--- config.mk ---
export PLATFORM = sky130hd
export DESIGN_NAME = spike_window_classifier_flat
export DESIGN_NICKNAME = d
export VERILOG_FILES = /design/src/rtl/spike_window_classifier_if.sv /design/src/rtl/spike_window_classifier.sv /design/src/flat_wrapper.sv
export SDC_FILE = /design/constraint.sdc
export NUM_CORES = 1
export LEC_CHECK = 0
export CORE_UTILIZATION = 50
export DETAILED_ROUTE_END_ITERATION = 16
export PLACE_DENSITY = 0.79
export SLEW_MARGIN = 0
export SYNTH_ARGS = -nofsm -noshare
export SYNTH_HDL_FRONTEND = slang
export SYNTH_SLANG_ARGS = --single-unit
export TNS_END_PERCENT = 1
--- constraint.sdc ---
create_clock -name clk_i -period 2.3 [get_ports clk_i]
set_input_delay 0.46 -clock clk_i [delete_from_list [all_inputs] [get_ports clk_i]]
set_output_delay 0.46 -clock clk_i [all_outputs]
set_load 0.05 [all_outputs]
--- src/rtl/spike_window_classifier_if.sv ---
// Result/handshake bundle between the spike classifier and its neighbours:
// enable and spike come in, and the classified window result goes out.
interface spike_window_classifier_if #(
  parameter int CNT_W = 16
);
  logic             en_i;
  logic             spike_i;
  logic             ready_i;
  logic [1:0]       class_o;
  logic [CNT_W-1:0] count_o;
  logic             valid_o;
  logic             overrun_o;

  modport master (
    output en_i, spike_i, ready_i,
    input  class_o, count_o, valid_o, overrun_o
  );

  modport slave (
    input  en_i, spike_i, ready_i,
    output class_o, count_o, valid_o, overrun_o
  );
endinterface

--- src/rtl/spike_window_classifier.sv ---
// Counts rising edges of the winner spike over fixed back-to-back windows and
// publishes a saturating count plus a 2-bit class through a valid/ready port.
module spike_window_classifier #(
  parameter int WINDOW_CYCLES = 1000,
  parameter int CNT_W         = 16,
  parameter int LOW_THR       = 2,
  parameter int HIGH_THR      = 8
) (
  input  logic                      clk_i,
  input  logic                      rst_i,
  spike_window_classifier_if.slave  bus
);

  localparam int               WIN_W    = $clog2(WINDOW_CYCLES);
  localparam logic [WIN_W-1:0] WIN_LAST = WIN_W'(WINDOW_CYCLES - 1);
  localparam logic [CNT_W-1:0] CNT_MAX  = '1;

  typedef enum logic {
    IDLE  = 1'b0,
    COUNT = 1'b1
  } state_t;

  state_t           state;
  state_t           state_next;
  logic [WIN_W-1:0] win_cnt;
  logic [CNT_W-1:0] spk_cnt;
  logic             spike_q;
  logic             rise;
  logic             win_end;
  logic [CNT_W-1:0] spk_total;
  logic [63:0]      total_wide;
  logic [1:0]       result_class;

  assign rise    = bus.spike_i & ~spike_q;
  assign win_end = (state == COUNT) && (win_cnt == WIN_LAST);

  // Count including this cycle's edge, so an edge on the window-end cycle is kept.
  assign spk_total = (rise && (spk_cnt != CNT_MAX)) ? spk_cnt + CNT_W'(1) : spk_cnt;

  always_ff @(posedge clk_i) begin
    if (!rst_i) begin
      state <= IDLE;
    end else begin
      state <= state_next;
    end
  end

  // Dropping enable leaves COUNT at once; a window ending on that same cycle
  // still reports because the result path keys only on win_end.
  always_comb begin
    state_next = state;
    case (state)
      IDLE:    if (bus.en_i)  state_next = COUNT;
      COUNT:   if (!bus.en_i) state_next = IDLE;
      default: state_next = IDLE;
    endcase
  end

  always_ff @(posedge clk_i) begin
    if (!rst_i) begin
      spike_q <= 1'b0;
      win_cnt <= '0;
      spk_cnt <= '0;
    end else begin
      spike_q <= bus.spike_i;
      if ((state == COUNT) && !win_end) begin
        win_cnt <= win_cnt + WIN_W'(1);
        spk_cnt <= spk_total;
      end else begin
        win_cnt <= '0;
        spk_cnt <= '0;
      end
    end
  end

  // Thresholds are compared at 64 bits so they never truncate against a narrow counter.
  always_comb begin
    total_wide   = 64'(spk_total);
    result_class = 2'd1;
    if (spk_total == CNT_MAX) begin
      result_class = 2'd3;
    end else if (total_wide < 64'(LOW_THR)) begin
      result_class = 2'd0;
    end else if (total_wide > 64'(HIGH_THR)) begin
      result_class = 2'd2;
    end
  end

  always_ff @(posedge clk_i) begin
    if (!rst_i) begin
      bus.class_o   <= 2'd0;
      bus.count_o   <= '0;
      bus.valid_o   <= 1'b0;
      bus.overrun_o <= 1'b0;
    end else if (win_end) begin
      if (!bus.valid_o || bus.ready_i) begin
        bus.class_o <= result_class;
        bus.count_o <= spk_total;
        bus.valid_o <= 1'b1;
      end else begin
        bus.overrun_o <= 1'b1;
      end
    end else if (bus.valid_o && bus.ready_i) begin
      bus.valid_o <= 1'b0;
    end
  end

endmodule

--- src/flat_wrapper.sv ---
// flat-port wrapper written by rule: the top's interface ports become plain ports
module spike_window_classifier_flat 
#(
  parameter int WINDOW_CYCLES = 1000,
  parameter int CNT_W         = 16,
  parameter int LOW_THR       = 2,
  parameter int HIGH_THR      = 8
)
  (clk_i, rst_i, bus_en_i, bus_spike_i, bus_ready_i, bus_class_o, bus_count_o, bus_valid_o, bus_overrun_o);
  spike_window_classifier_if #(.CNT_W(CNT_W)) bus_i ();
  input  logic clk_i;
  input  logic rst_i;
  input wire logic [$bits(bus_i.en_i)-1:0] bus_en_i;
  input wire logic [$bits(bus_i.spike_i)-1:0] bus_spike_i;
  input wire logic [$bits(bus_i.ready_i)-1:0] bus_ready_i;
  output wire logic [$bits(bus_i.class_o)-1:0] bus_class_o;
  output wire logic [$bits(bus_i.count_o)-1:0] bus_count_o;
  output wire logic [$bits(bus_i.valid_o)-1:0] bus_valid_o;
  output wire logic [$bits(bus_i.overrun_o)-1:0] bus_overrun_o;
  assign bus_i.en_i = bus_en_i;
  assign bus_i.spike_i = bus_spike_i;
  assign bus_i.ready_i = bus_ready_i;
  assign bus_class_o = bus_i.class_o;
  assign bus_count_o = bus_i.count_o;
  assign bus_valid_o = bus_i.valid_o;
  assign bus_overrun_o = bus_i.overrun_o;
  spike_window_classifier #(.WINDOW_CYCLES(WINDOW_CYCLES), .CNT_W(CNT_W), .LOW_THR(LOW_THR), .HIGH_THR(HIGH_THR)) u_core (.clk_i(clk_i), .rst_i(rst_i), .bus(bus_i));
endmodule
== Yosys cells after proc, flatten, opt, wreduce, memory -nomap -nowiden ==
Cells that the tools add are included.
Operators by class
  bitwise gates (word level): 3
  add/sub/neg operators: 2
  eq/ne operators: 4
  multiplexer cells: 8
  reduce and logical (&&, ||, !) cells: 12
  magnitude comparators: 2
Operators by type and width (number)
  adder 16 x 1 -> 16 bit (second input constant): 1
  equality test 16 bit (second input constant): 1
  > comparator 16 x 4 -> 1 bit (second input constant): 1
  less-than comparator 16 x 2 -> 1 bit (second input constant): 1
  2-to-1 mux 16 bit: 1
  != test 16 bit (second input constant): 1
  adder 10 x 1 -> 10 bit (second input constant): 1
  equality test 10 bit (second input constant): 1
  AND reduction 2 bit: 4
  2-to-1 mux 2 bit: 3
  logical AND 1 bit: 4
  2-to-1 mux 1 bit: 4
  logical NOT 1 bit: 2
  != test 2 bit (second input constant): 1
  NOT 1 bit: 2
  nonzero test 2 bit: 1
  AND 1 bit: 1
  logical OR 1 bit: 1
Storage, ports and cells
  flip-flop bits (word level): 48
  input bits: 5
  output and inout bits: 20
  logic and storage cells: 39

== Logic depth before layout (Yosys ltp) ==
Gate-level depths: netlist of the first run.
  word-level depth: 8
  mapped depth: 9
  depth with buffers taken out: 8

== Worst setup path before layout of the first run ==
OpenSTA, ideal clock, no wires.
  path kind: register to register
  from: register u_core.spk_cnt[0]
  to: register u_core.bus.class_o[1]
  data arrival time: 2.181 ns
  buffers on the path: 1
  stages on the path, launching flop included: 10
  setup time: 0.116 ns
  data required time: 2.184 ns
  clock period less this slack: 2.298 ns
  slack: 0.002 ns
  cell sequence: dfxtp_1 ha_1 nand3_1 or4_4 buf_6 and3_4 xor2_1 nor4_2 nand4_1 o211a_1
Between the ends
  cells in the longest elaborated chain, start to end: 7
  elaborated cells between the ends (all ways): 10
RTL lines
  start, declared: line spike_window_classifier.sv:26  | logic [CNT_W-1:0] spk_cnt;
  start signal, assigned: line spike_window_classifier.sv:68  | spk_cnt <= spk_total;
  branches (longest 2 deep; another with adder 16 x 1 -> 16 bit)
  2-to-1 mux 16 bit (*): line spike_window_classifier.sv:38  | assign spk_total = (rise && (spk_cnt != CNT_MAX)) ? spk_cnt + CNT_W'(1) : spk_cnt;
  > comparator 16 x 4 -> 1 bit: line spike_window_classifier.sv:84  | end else if (total_wide > 64'(HIGH_THR)) begin
  2-to-1 mux 2 bit: line spike_window_classifier.sv:84
  2-to-1 mux 2 bit: line spike_window_classifier.sv:82  | end else if (total_wide < 64'(LOW_THR)) begin
  2-to-1 mux 2 bit (*): line spike_window_classifier.sv:80  | if (spk_total == CNT_MAX) begin
  end signal, assigned: line spike_window_classifier.sv:97  | bus.class_o <= result_class;
  end, declared: line spike_window_classifier_if.sv:21  | output class_o, count_o, valid_o, overrun_o
Every way passes the cells marked *.
A chain may end at the register's enable or synchronous reset.

== Worst setup path in the final report of the first run ==
  from: input bus_spike_i
  to: register u_core.bus.class_o[1]
Between the ends
  cells in the longest elaborated chain, start to end: 7
  elaborated cells between the ends (all ways): 9
RTL lines
  start, declared: line flat_wrapper.sv:14  | input wire logic [$bits(bus_i.spike_i)-1:0] bus_spike_i;
  AND 1 bit (*): line spike_window_classifier.sv:34  | assign rise = bus.spike_i & ~spike_q;
  logical AND 1 bit (*): line spike_window_classifier.sv:38
  2-to-1 mux 16 bit (*): line spike_window_classifier.sv:38
  > comparator 16 x 4 -> 1 bit: line spike_window_classifier.sv:84
  2-to-1 mux 2 bit: line spike_window_classifier.sv:84
  2-to-1 mux 2 bit: line spike_window_classifier.sv:82
  2-to-1 mux 2 bit (*): line spike_window_classifier.sv:80
Mark *: on every way between the ends. The rest lies on a longest branch, timed or not.

==> results of run 1 <==
==> power groups by stage <==
stage	Combinational (mW)	Clock, mW	Sequential (mW)
5_1_grt	0.0517	0.666	0.837
3_5_place_dp	0.0471	0	0.856
3_3_place_gp	0.0463	0	0.856
6_report	0.0477	0.619	0.837
4_1_cts	0.0472	0.637	0.837
2_1_floorplan	0.0241	0	0.855
==> critical path, stage by stage <==
cell and delay (ps):
clkdlybuf4s50_1 490, nor2b_1 170, and3_1 310, and4_1 320
mux2i_1 260, and4b_1 260, nand4_1 100, o211a_1 140
==> placed cells by master, fill, tap and decap left out, types with 2 or more instances in the layout <==
| cell type | synthesis | routed |
|---|---|---|
| buf_4 | 0 | 34 |
| and3_1 | 12 | 12 |
| nor2b_1 | 2 | 2 |
| nand4_1 | 6 | 6 |
| nand3_1 | 12 | 12 |
| o21ai_0 | 9 | 9 |
| o211ai_1 | 2 | 2 |
| nand2b_1 | 4 | 4 |
| nand2_1 | 28 | 28 |
| or3_1 | 3 | 3 |
| a21boi_0 | 4 | 4 |
| clkdlybuf4s50_1 | 0 | 24 |
| nor2_1 | 34 | 34 |
| mux2i_1 | 5 | 5 |
| xor2_1 | 8 | 8 |
| a31oi_1 | 3 | 3 |
| nor4_2 | 1 | 2 |
| o21a_1 | 2 | 2 |
| nor4_1 | 5 | 4 |
| nand4_2 | 3 | 3 |
| nor3_1 | 4 | 4 |
| clkbuf_8 | 0 | 5 |
| xnor2_1 | 9 | 9 |
| inv_1 | 5 | 5 |
| dfxtp_1 | 48 | 47 |
| a21oi_1 | 8 | 8 |
| and2_1 | 7 | 7 |
| ha_1 | 2 | 2 |
| o211a_1 | 11 | 11 |
==> stage by stage <==
| stage | hold WS [ps] | setup slack [ps] | utilization | instances | total power, mW |
|---|---|---|---|---|---|
| 2_1_floorplan | 426 | 2.50 | - | 260 | 0.879 |
| 6_report | 473 | -3.20 | 0.667 | 368 | 1.50 |
| 5_1_grt | 492 | -56.7 | 0.667 | 368 | 1.55 |
| 4_1_cts | 475 | 54.0 | 0.665 | 368 | 1.52 |
| 3_5_place_dp | 452 | -173 | 0.639 | 360 | 0.903 |
| 3_3_place_gp | 442 | -147 | 0.639 | 360 | 0.902 |
==> repair_timing <==
action                     4_1_cts  5_1_grt
resized for setup                0        2
hold buffers                     0        0
setup endpoints to repair        0        2
==> kinds of logic (layout without fill, tap and decap cells) <==
kind of cell,Yosys count,count (layout),share of synthesized area
AO/OA/AOI/OAI,43,43,0.140
flip-flops,48,48,0.427
multiplexers,6,6,0.0272
adder cells (fa/ha/maj),2,2,0.0111
XOR/XNOR,17,17,0.0661
buffers and inverters,16,72,0.0311
AND/OR/NAND/NOR,128,128,0.298
==> final cells by class <==
cell class | count | share of cell area
well taps | 52 | 0.0224
flip-flops and latches | 48 | 0.331
clock buffers | 5 | 0.0237
repair buffers | 59 | 0.178
clock inverters | 3 | 0.0159
inverters | 5 | 0.00646
multi-input cells | 196 | 0.423
==> state kept, by name, indices dropped and copies added, names as in the netlist <==
name                  count
u_core.win_cnt           10
u_core.bus.class_o        2
u_core.spk_cnt           16
u_core.bus.count_o       16
u_core.bus.valid_o        1
u_core.spike_q            1
u_core.bus.overrun_o      1
u_core.state              1
==> worst max path at each step <==
stage	start	cells past startpoint	slack, ps	end
after global placement	bus_spike_i	8	-150	u_core.bus.class_o[0]
after CTS	u_core.spk_cnt[1]	8	50	u_core.bus.class_o[0]
after global routing	bus_spike_i	8	-60	u_core.bus.class_o[1]
final	bus_spike_i	8	-3	u_core.bus.class_o[1]
after detailed placement	bus_spike_i	8	-170	u_core.bus.class_o[0]
after floorplan	u_core.spk_cnt[0]	9	2	u_core.bus.class_o[1]
==> layer usage <==
metal / wire (um) / vias to the layer above / global-route usage
met3: 261 / 18 / 0.0497
li1: - / 1025 / -
met5: 0 / - / 0
met4: 182 / 0 / 0.116
met2: 2390 / 69 / 0.361
met1: 2520 / 938 / 0.308
==> results.py, run 1 <==
metrics = {
    "global_route": {
        "grtUsageTotal": 0.234,
        "gr-total-overflow": 0,
        "grt_start_max_net_pins": 27,
        "grt_pass1_vias": 1964,
        "grt_pass1_wl_um": 9010,
        "antenna_found_initial": 0,
    },
    "synthesis": {
        "syn_area_per_cell_um2": 8.66,
        "ys_seq_area_frac": 0.427,
        "synth-seq-cells": 48,
        "syn_nets": 267,
        "dominantRegCellSynth": "dfxtp_1",
        "synth.largest_area_cell": "dfxtp_1",
        "synth_warnings": 0,
        "synth_most_common_cell": "dfxtp_1",
        "syn-instance-count": 260,
        "synth_edf_count": 0,
        "yosysUniqueCellTypes": 41,
        "async_flop_share": 0,
        "yosys-top-cells-area": "dfxtp_1 (43%), nor2_1 (5.7%), o211a_1 (4.9%), nand2_1 (4.7%), xnor2_1 (3.5%)",
        "netlist_top_cells_count": "dfxtp_1 (48), nor2_1 (34), nand2_1 (28), and3_1 (12), nand3_1 (12)",
        "netlist_area_mm2": 0.00225,
        "yosysTopAreaCellShare": 0.427,
    },
    "sta": {
        "worst_pin_slew_ps": 531,
        "tns_ps": -3.20,
        "final-setup-viol-count": 1,
        "relSlewSlack": 0.645,
        "hold_viol": 0,
        "fin_crit_sh": 1.00,
        "min_period_ps": 2300,
        "setup_ws_ps": -3.20,
        "fin_worst_skew_ps": 8.66,
        "fmax_mhz": 434,
        "drv_slew": 0,
    },
    "routing": {
        "antenna_left": 0,
        "routed_via_density": 5.57,
        "drc": 0,
        "num_vias": 2050,
        "wirelength_um": 5360,
        "drt_iter0_drc": 156,
        "dr.pass1.iters": 4,
        "wl_per_cell_um": 14.6,
    },
    "setup_path": {
        "cp-start-kind": "primary input",
        "cp_data_arrival_time_ps": 2500,
        "reg2reg_to": "u_core.bus.class_o[0]",
        "r2r_cells": 7,
        "cp_max_fo": 6,
        "crit_type": "primary input to flop",
        "worstPathRequired_ps": 2500,
        "rrSetupSlack_ps": 60,
        "reg2reg_from": "u_core.spk_cnt[14]",
        "end_kind": "flop",
    },
    "run_status": {
        "status": "finished with violations",
        "failed_checks": "negative setup slack",
    },
    "die": {
        "dieArea_mm2": 0.00478,
        "core_mm2": 0.00435,
        "die_y_um": 69.1,
        "die_w_um": 69.1,
        "pin_count": 25,
        "rows": 24,
        "start_util": 0.517,
    },
    "layout": {
        "syn2layout_area_growth_pct": 28.9,
        "nFillCells": 359,
        "drive_gt1_frac": 0.174,
        "layout.nets": 322,
        "regArea_um2": 962,
        "antenna_cells": 0,
        "fin_area_mm2": 0.00290,
        "multi_input_area_mm2": 0.00123,
    },
    "clock_tree": {
        "numCtsBuffers": 5,
        "cts.clk_slew.worst_paths_ps": 90,
        "clk_latency_ps": 310,
        "cts_buffer_depth": 2,
        "post_cts_buffers": 0,
        "numClockSinks": 48,
        "cts_tree": "yes",
        "clockRootBuffer": "clkbuf_8",
        "h-tree-depth": 2,
    },
    "power_and_ir_drop": {
        "switchingPower_mw": 0.320,
        "pwr-share-seq": 0.557,
        "switching_share": 0.213,
        "pwr-share-comb": 0.032,
        "leakagePower_nw": 1.21,
        "vdd_drop_max_uv": 430,
        "clockPowerShare": 0.412,
        "p_per_area_mw_per_mm2": 518,
        "p_int_mw": 1.18,
    },
    "placed_design": {
        "post_dp_cell_area_mm2": 0.00278,
        "hpwl_um": 3820,
        "place_congestion": 0.941,
        "numPortBuffers": 24,
    },
    "hold_path": {
        "hp-class": "flop to flop",
        "whs_path_depth": 2,
        "min_to": "u_core.bus.count_o[4]",
        "hp-start": "u_core.bus.count_o[4]",
    },
    "run": {
        "max_cap_violations": 0,
    },
}
Power figures use the tool's default switching activity.
==> inputs of run 2 (changes only) <==
--- a/config.mk
+++ b/config.mk
@@ -5,6 +5,7 @@
 export SDC_FILE = /design/constraint.sdc
 export NUM_CORES = 1
 export LEC_CHECK = 0
+export CAP_MARGIN = 40
 export CORE_UTILIZATION = 50
 export DETAILED_ROUTE_END_ITERATION = 16
 export PLACE_DENSITY = 0.79
==> results of run 2 <==
No change in the layout: final DEF, timing and power equal those of run 1.
==> inputs of run 3 (changes only) <==
--- a/config.mk
+++ b/config.mk
@@ -5,7 +5,7 @@
 export SDC_FILE = /design/constraint.sdc
 export NUM_CORES = 1
 export LEC_CHECK = 0
-export CAP_MARGIN = 40
+export CAP_MARGIN = 20
 export CORE_UTILIZATION = 50
 export DETAILED_ROUTE_END_ITERATION = 16
 export PLACE_DENSITY = 0.79
==> results of run 3 <==
No change in the layout: final DEF, timing and power equal those of run 1.
